<file path="src/rtl/pipe_pkg.sv">
// Shared types for the two-entry pipeline stage register.
// The occupancy state encoding equals the live entry count.
package pipe_pkg;

    typedef enum logic [1:0] {
        EMPTY = 2'd0,
        HALF  = 2'd1,
        FULL  = 2'd2
    } occ_state_e;

    function automatic logic [1:0] occ_count(input occ_state_e s);
        return s;
    endfunction

endpackage

</file>
<file path="src/rtl/pipe_stage_reg_if.sv">
// Valid/ready handshake bundle for pipe_stage_reg: upstream, downstream, flush and occupancy.
interface pipe_stage_reg_if #(
    parameter int WIDTH = 151
);
    logic             in_valid;
    logic             in_ready;
    logic [WIDTH-1:0] in_data;
    logic             out_valid;
    logic             out_ready;
    logic [WIDTH-1:0] out_data;
    logic             flush;
    logic [1:0]       occupancy;

    modport master (
        output in_valid, in_data, out_ready, flush,
        input  in_ready, out_valid, out_data, occupancy
    );

    modport slave (
        input  in_valid, in_data, out_ready, flush,
        output in_ready, out_valid, out_data, occupancy
    );
endinterface

</file>
<file path="src/rtl/pipe_data_reg.sv">
// WIDTH-bit data register with synchronous load of RESET_VAL and a write enable.
module pipe_data_reg #(
    parameter int               WIDTH     = 151,
    parameter logic [WIDTH-1:0] RESET_VAL = '0
) (
    input  logic             clk,
    input  logic             reset,
    input  logic             we,
    input  logic [WIDTH-1:0] d,
    output logic [WIDTH-1:0] q
);

    // NOTE: sequential state uses non-blocking assignments so every register samples pre-edge values.
    always_ff @(posedge clk) begin
        if (reset) begin
            q <= RESET_VAL;
        end else if (we) begin
            q <= d;
        end
    end

endmodule

</file>
<file path="src/rtl/pipe_stage_reg.sv">
// Two-entry skid-buffered pipeline stage: main entry drives out_data, skid absorbs one beat of backpressure.
module pipe_stage_reg
    import pipe_pkg::*;
#(
    parameter int               WIDTH          = 151,
    parameter logic [WIDTH-1:0] RESET_VAL      = '0,
    parameter bit               CLEAR_ON_FLUSH = 1'b0
) (
    input logic             clk,
    input logic             reset,
    pipe_stage_reg_if.slave bus
);

    occ_state_e       state;
    occ_state_e       next_state;
    logic             in_ready_q;
    logic             out_valid_q;
    logic             in_fire;
    logic             out_fire;
    logic             main_we;
    logic             skid_we;
    logic             data_clear;
    logic [WIDTH-1:0] main_d;
    logic [WIDTH-1:0] main_q;
    logic [WIDTH-1:0] skid_q;

    assign in_fire    = bus.in_valid & in_ready_q;
    assign out_fire   = out_valid_q & bus.out_ready;
    assign data_clear = reset | (CLEAR_ON_FLUSH & bus.flush);

    // NOTE: every always_comb output gets a default first, so no path leaves it unassigned (no latch).
    always_comb begin
        next_state = state;
        main_we    = 1'b0;
        skid_we    = 1'b0;
        main_d     = bus.in_data;
        unique case (state)
            EMPTY: begin
                if (in_fire) begin
                    main_we    = 1'b1;
                    next_state = HALF;
                end
            end
            HALF: begin
                if (in_fire && out_fire) begin
                    main_we = 1'b1;
                end else if (in_fire) begin
                    skid_we    = 1'b1;
                    next_state = FULL;
                end else if (out_fire) begin
                    next_state = EMPTY;
                end
            end
            FULL: begin
                if (out_fire) begin
                    main_we    = 1'b1;
                    main_d     = skid_q;
                    next_state = HALF;
                end
            end
            default: next_state = EMPTY;
        endcase
        // A killed stage discards everything, including a beat accepted this cycle.
        if (bus.flush) begin
            next_state = EMPTY;
            main_we    = 1'b0;
            skid_we    = 1'b0;
        end
    end

    always_ff @(posedge clk) begin
        if (reset) begin
            state       <= EMPTY;
            in_ready_q  <= 1'b1;
            out_valid_q <= 1'b0;
        end else begin
            state       <= next_state;
            in_ready_q  <= (next_state != FULL);
            out_valid_q <= (next_state != EMPTY);
        end
    end

    pipe_data_reg #(
        .WIDTH     (WIDTH),
        .RESET_VAL (RESET_VAL)
    ) u_main (
        .clk   (clk),
        .reset (data_clear),
        .we    (main_we),
        .d     (main_d),
        .q     (main_q)
    );

    pipe_data_reg #(
        .WIDTH     (WIDTH),
        .RESET_VAL (RESET_VAL)
    ) u_skid (
        .clk   (clk),
        .reset (data_clear),
        .we    (skid_we),
        .d     (bus.in_data),
        .q     (skid_q)
    );

    assign bus.in_ready  = in_ready_q;
    assign bus.out_valid = out_valid_q;
    assign bus.out_data  = main_q;
    assign bus.occupancy = occ_count(state);

endmodule

</file>
<file path="src/flat_wrapper.sv">
// flat-port wrapper written by rule: the top's interface ports become plain ports
module pipe_stage_reg_flat import pipe_pkg::*;
#(
    parameter int               WIDTH          = 151,
    parameter logic [WIDTH-1:0] RESET_VAL      = '0,
    parameter bit               CLEAR_ON_FLUSH = 1'b0
)
  (clk, reset, bus_in_valid, bus_in_data, bus_out_ready, bus_flush, bus_in_ready, bus_out_valid, bus_out_data, bus_occupancy);
  pipe_stage_reg_if #(.WIDTH(WIDTH)) bus_i ();
  input logic clk;
  input logic reset;
  input wire logic [$bits(bus_i.in_valid)-1:0] bus_in_valid;
  input wire logic [$bits(bus_i.in_data)-1:0] bus_in_data;
  input wire logic [$bits(bus_i.out_ready)-1:0] bus_out_ready;
  input wire logic [$bits(bus_i.flush)-1:0] bus_flush;
  output wire logic [$bits(bus_i.in_ready)-1:0] bus_in_ready;
  output wire logic [$bits(bus_i.out_valid)-1:0] bus_out_valid;
  output wire logic [$bits(bus_i.out_data)-1:0] bus_out_data;
  output wire logic [$bits(bus_i.occupancy)-1:0] bus_occupancy;
  assign bus_i.in_valid = bus_in_valid;
  assign bus_i.in_data = bus_in_data;
  assign bus_i.out_ready = bus_out_ready;
  assign bus_i.flush = bus_flush;
  assign bus_in_ready = bus_i.in_ready;
  assign bus_out_valid = bus_i.out_valid;
  assign bus_out_data = bus_i.out_data;
  assign bus_occupancy = bus_i.occupancy;
  pipe_stage_reg #(.WIDTH(WIDTH), .RESET_VAL(RESET_VAL), .CLEAR_ON_FLUSH(CLEAR_ON_FLUSH)) u_core (.clk(clk), .reset(reset), .bus(bus_i));
endmodule
</file>
<file path="config.mk">
export PLATFORM = sky130hd
export DESIGN_NAME = pipe_stage_reg_flat
export DESIGN_NICKNAME = d
export VERILOG_FILES = /design/src/rtl/pipe_pkg.sv /design/src/rtl/pipe_stage_reg_if.sv /design/src/rtl/pipe_data_reg.sv /design/src/rtl/pipe_stage_reg.sv /design/src/flat_wrapper.sv
export SDC_FILE = /design/constraint.sdc
export NUM_CORES = 1
export LEC_CHECK = 0
export CORE_UTILIZATION = 49
export DETAILED_ROUTE_END_ITERATION = 16
export GPL_TIMING_DRIVEN = 1
export MAX_ROUTING_LAYER = met4
export PLACE_DENSITY_LB_ADDON = 0.15
export SLEW_MARGIN = 10
export SYNTH_ARGS = -nofsm -noshare
export SYNTH_HDL_FRONTEND = slang
export SYNTH_SLANG_ARGS = --single-unit
</file>
<file path="constraint.sdc">
create_clock -name clk -period 2.15 [get_ports clk]
set_input_delay 0.215 -clock clk [delete_from_list [all_inputs] [get_ports clk]]
set_output_delay 0.215 -clock clk [all_outputs]
set_load 0.005 [all_outputs]
</file>
# Yosys cells after proc, flatten, opt, wreduce, memory -nomap -nowiden
# Index checks and enable logic that the tools add are counted.
word_totals:
  ff_bits: 306
  inputBits: 156
  output_inout_bits: 155
classes:
  eq_ne: 3
  mux: 17
  bitwise_logic: 2
  n_reduce_logical: 3
ops:
  columns: ["cell", "n"]
  rows:
  - ["$mux 151", 2]
  - ["$mux 2", 6]
  - ["$mux 1", 7]
  - ["$pmux 2 s3", 1]
  - ["$pmux 1 s3", 1]
  - ["$and 1x1->1", 2]
  - ["$eq 2x1->1 const B", 1]
  - ["$eq 2x2->1 const B", 1]
  - ["$logic_not 2->1", 1]
  - ["$ne 2x2->1 const B", 1]
  - ["$reduce_bool 2->1", 1]
  - ["$logic_and 1x1->1", 1]

# Depth between registers and ports, before layout
logic_depth:
  word_depth: 7
  ltp_mapped: 7
  depth_no_buf: 4

# Cells and area by module
# A second synthesis with hierarchy kept.
hier_totals:
  hier_cells: 1167
  hier_area_um2: 13117.6
by_module_without_submodules:
  columns: ["mod", "instances", "cells_per_inst", "area_each_um2", "seq_area_each_um2"]
  rows:
  - ["pipe_data_reg", 2, 487, 5370.2, 3022.9]
  - ["pipe_stage_reg", 1, 193, 2377.3, 80.1]

# Least setup slack after synthesis
# Ideal clock, no wire load.
synth_timing:
  path_type: "reg-to-reg"
  from: "reg u_core.state[1] (netlist: u_core.bus.occupancy[1])"
  to: "reg u_core.u_skid.q[38]"
  setup_ps: 132
  arrival_time_ps: 1627
  path_slack_ps: 391
  path_stages_with_launch: 8
  n_path_buf: 3
  period_less_slack_ps: 1759
  path_cell_list: "dfxtp_1 nand4b_1 or3b_2 clkbuf_1 clkbuf_1 buf_2 nand2_1 a21oi_1"
synth_via:
  elab_chain_len: 3
synth_lines:
  columns: ["element", "line", "source"]
  rows:
  - ["start: declaration", "pipe_stage_reg.sv:14", "occ_state_e state;"]
  - ["start signal: assignment", "pipe_stage_reg.sv:77", "state <= next_state;"]
  - ["$eq 2x1->1", "pipe_stage_reg.sv:37", "unique case (state)"]
  - ["$mux 1", "pipe_stage_reg.sv:37", null]
  - ["$mux 1", "pipe_stage_reg.sv:64", "if (bus.flush) begin"]
  - ["end signal: assignment", "pipe_data_reg.sv:16", "q <= RESET_VAL;"]
  - ["end signal: assignment", "pipe_data_reg.sv:18", "q <= d;"]
  - ["end: declaration", "pipe_data_reg.sv:10", "output logic [WIDTH-1:0] q"]
# No other way between the ends.
# A chain may end at the register's enable or synchronous reset.

# Final worst setup path
layout_timing:
  from: "reg u_core.state[1] (netlist: u_core.bus.occupancy[1])"
  to: "reg u_core.u_main.q[144]"
layout_via:
  elab_chain_len: 3
  elab_cells_between_ends: 6
  cone_classes: "eq/ne (2); mux (3); reduce/logical (1)"
layout_lines:
  columns: ["element", "line"]
  rows:
  - ["$eq 2x2->1, or another cell as far along", "pipe_stage_reg.sv:37"]
  - ["$pmux 1 s3", "pipe_stage_reg.sv:37"]
  - ["$mux 1", "pipe_stage_reg.sv:64"]
  - ["end signal: assignment", "pipe_data_reg.sv:16"]
  - ["end signal: assignment", "pipe_data_reg.sv:18"]
  - ["end: declaration", "pipe_data_reg.sv:10"]
# Several ways; a longest one is shown, not always the timed one.

==> results.py <==
metrics = {
    "pwr": {
        "ir_drop_v": 0.0006124,
        "leakage_nw": 6.678,
        "powerDensity_mw_per_mm2": 792.2,
    },
    "timing": {
        "rsz0062_at_grt": "no",
        "finClkSkew_ns": 0.01100,
        "worstMarginPinSlew_ns": 0.6592,
        "setup_tns_ns": 0,
        "hold_viol_final": 0,
        "final.period_utilization_pct": 88.40,
        "slew_violations": 0,
        "slew_headroom_pct": 56.06,
        "fmax_mhz": 526.1,
        "finalSetupViolCount": 0,
        "post-route-min-period_ns": 1.901,
    },
    "drt": {
        "drt_iter0_drc": 542,
        "via_count": 10160,
        "viasPerCell": 5.213,
        "drt_pre_antenna_iters": 5,
        "routedWlPerCell_um": 15.48,
        "drcViolationCount": 0,
        "ant_nets": 0,
        "wirelength_mm": 30.17,
    },
    "place": {
        "port_buffers": 310,
        "place.gp.congestion": 0.7710,
        "hpwl_mm": 19.55,
        "dp.cells": 1892,
    },
    "yosys": {
        "synth_warnings": 0,
        "synth_top_cell_by_area": "dfxtp_1",
        "yosysTopAreaCellShare_pct": 51.59,
        "syn_area_mm2": 0.01187,
        "ys_seq_area_share_pct": 51.59,
        "ys_types": 22,
        "synth_cells": 1348,
        "synth_edf_count": 0,
        "async_reset_ff_share_pct": 0,
        "synthFlopType": "dfxtp_1",
        "ys_ff_latch": 306,
        "synth_nets": 1504,
        "avgSynthCellArea_um2": 8.809,
        "yosysMostFrequentCell": "dfxtp_1",
        "synth_area_leaders": "dfxtp_1, mux2i_1, a211oi_1",
        "synth_common_cells": "dfxtp_1, nand2_1, a211oi_1, nor2_1",
    },
    "setup_path": {
        "crit_path_end_kind": "flop",
        "worst-path-buf-inv": 2,
        "required_ns": 2.59,
        "crit_slowest_cell": "dfxtp_1",
        "cp.arrival_ns": 2.34,
        "worstPathCellList": "nand4b_1, a211oi_4, buf_12, buf_12, nor2_1, a211oi_1",
        "critPathKind": "reg -> reg",
        "worstPathMaxFanout": 38,
        "slowest_delay_ns": 0.44,
        "crit_top_cell": "buf_12",
        "crit_family": "compound AO/OA/AOI/OAI gates",
        "critPathLaunchType": "flop",
    },
    "final_layout": {
        "multi_input_area_mm2": 0.005243,
        "final_cells": 1949,
        "layout-drive-gt1-share_pct": 5.224,
        "fillers": 1926,
        "area.growth.synth_to_final_pct": 38.04,
        "ff_latch_area_mm2": 0.006126,
        "layout.nets": 1762,
        "utilization_pct": 69.42,
    },
    "clocking": {
        "cts_tree": "yes",
        "cts.sinks": 306,
        "cts.clk_slew.worst_paths_ns": 0.06,
        "clockBufferDepth": 3,
        "cts_root_buffer": "clkbuf_16",
        "htree_levels": 1,
        "ctsResizeCount": 0,
        "clock_latency_ns": 0.54,
        "postCtsHoldBufs": 0,
        "cts_buffers": 31,
        "post_cts_buffers": 0,
    },
    "grt": {
        "grt_use_total_pct": 24.29,
        "antenna_found_initial": 2,
        "grt_pass1_wl_mm": 47.40,
        "overflow": 0,
        "grt_max_degree": 100,
        "grt_pass1_vias": 9297,
    },
    "die": {
        "dieArea_mm2": 0.02486,
        "core_area_mm2": 0.02361,
        "initial_utilization_pct": 50.29,
        "num_io_pins": 311,
        "rows": 56,
        "die_y_um": 157.7,
        "die_width_um": 157.7,
    },
    "flow_run": {
        "cap_violations": 0,
    },
    "run_status": {
        "status": "finished, final reports clean",
    },
    "min_path": {
        "min_path_type": "in -> reg",
    },
}
## cells in the final DEF (no fill, tap or decap), types with 3 or more instances in the layout
cell type,count
clkdlybuf4s50_1,309
dfxtp_1,306
nand2_1,304
nor2_1,152
a211oi_1,152
a21oi_1,151
mux2i_1,151
clkbuf_16,31
buf_12,18
buf_4,14
clkbuf_8,8
clkinv_2,5
clkbuf_1,5
diode_2,3
bufinv_16,3
## report_power, final
group / internal, W / switching, W / leakage [nW]
clock: 0.00326 / 0.00216 / 0.508
sequential: 0.00592 / 0.000134 / 2.50
combinational: 0.000870 / 0.000641 / 3.68
## layout make-up
class / instances / share of cell area [%]
Tap cell: 319 / 2.435
Inverter: 2 / 0.04580
Multi-Input combinational cell: 923 / 31.98
Clock inverter: 10 / 0.7939
Sequential cell: 306 / 37.37
Clock buffer: 44 / 5.519
Antenna cell: 3 / 0.04580
Timing Repair Buffer: 342 / 21.80
## logic make-up after synthesis
kind of cell,Yosys count,synth area share [%]
flip-flops,306,51.59
AND/OR/NAND/NOR,463,14.91
buffers and inverters,119,4.394
multiplexers,151,12.73
XOR/XNOR,1,0.07378
AO/OA/AOI/OAI,308,16.30
## per-layer routing
layer | GRT usage, % | wire (µm)
met4 | 6.565 | 473
met2 | 38.85 | 14180
met5 | - | 0
met1 | 30.26 | 13030
met3 | 6.351 | 2482
## worst register-to-register path, stage by stage, from the launching register on
cell	delay (ns)
dfxtp_1	0.44
nand4b_1	0.21
a211oi_4	0.34
buf_12	0.25
buf_12	0.23
nor2_1	0.07
a211oi_1	0.26
## registers in the layout, summed over array words and instances (netlist names)
register	flops
u_core.u_skid.q	151
u_core.bus.occupancy	2
u_core.bus.in_ready	1
u_core.u_main.q	151
u_core.bus.out_valid	1
## per-stage QoR
step           instance area [µm²]  hold slack [ns]  worst slack [ns]  power (W)
2_1_floorplan                11870           0.3047            0.3911   0.006758
3_3_place_gp                 15350           0.4398           0.09515   0.007664
3_5_place_dp                 15350           0.4456           0.01923   0.007692
4_1_cts                      16380           0.1517            0.2234    0.01311
5_1_grt                      16390           0.1771           0.09324    0.01348
6_report                     16390           0.1577            0.2494    0.01299
## path summary, 6_finish.rpt
kind | startpoint | end | slack, ns | cells after the start
min | reset | u_core.u_skid.q[24] | 0.16 | 2
max reg2reg | u_core.bus.occupancy[1] | u_core.u_main.q[144] | 0.25 | 6
max | u_core.bus.occupancy[1] | u_core.u_main.q[144] | 0.25 | 6
min reg2reg | u_core.u_skid.q[18] | u_core.u_skid.q[18] | 0.45 | 2
Note: power is estimated with default switching activity, not from simulation.
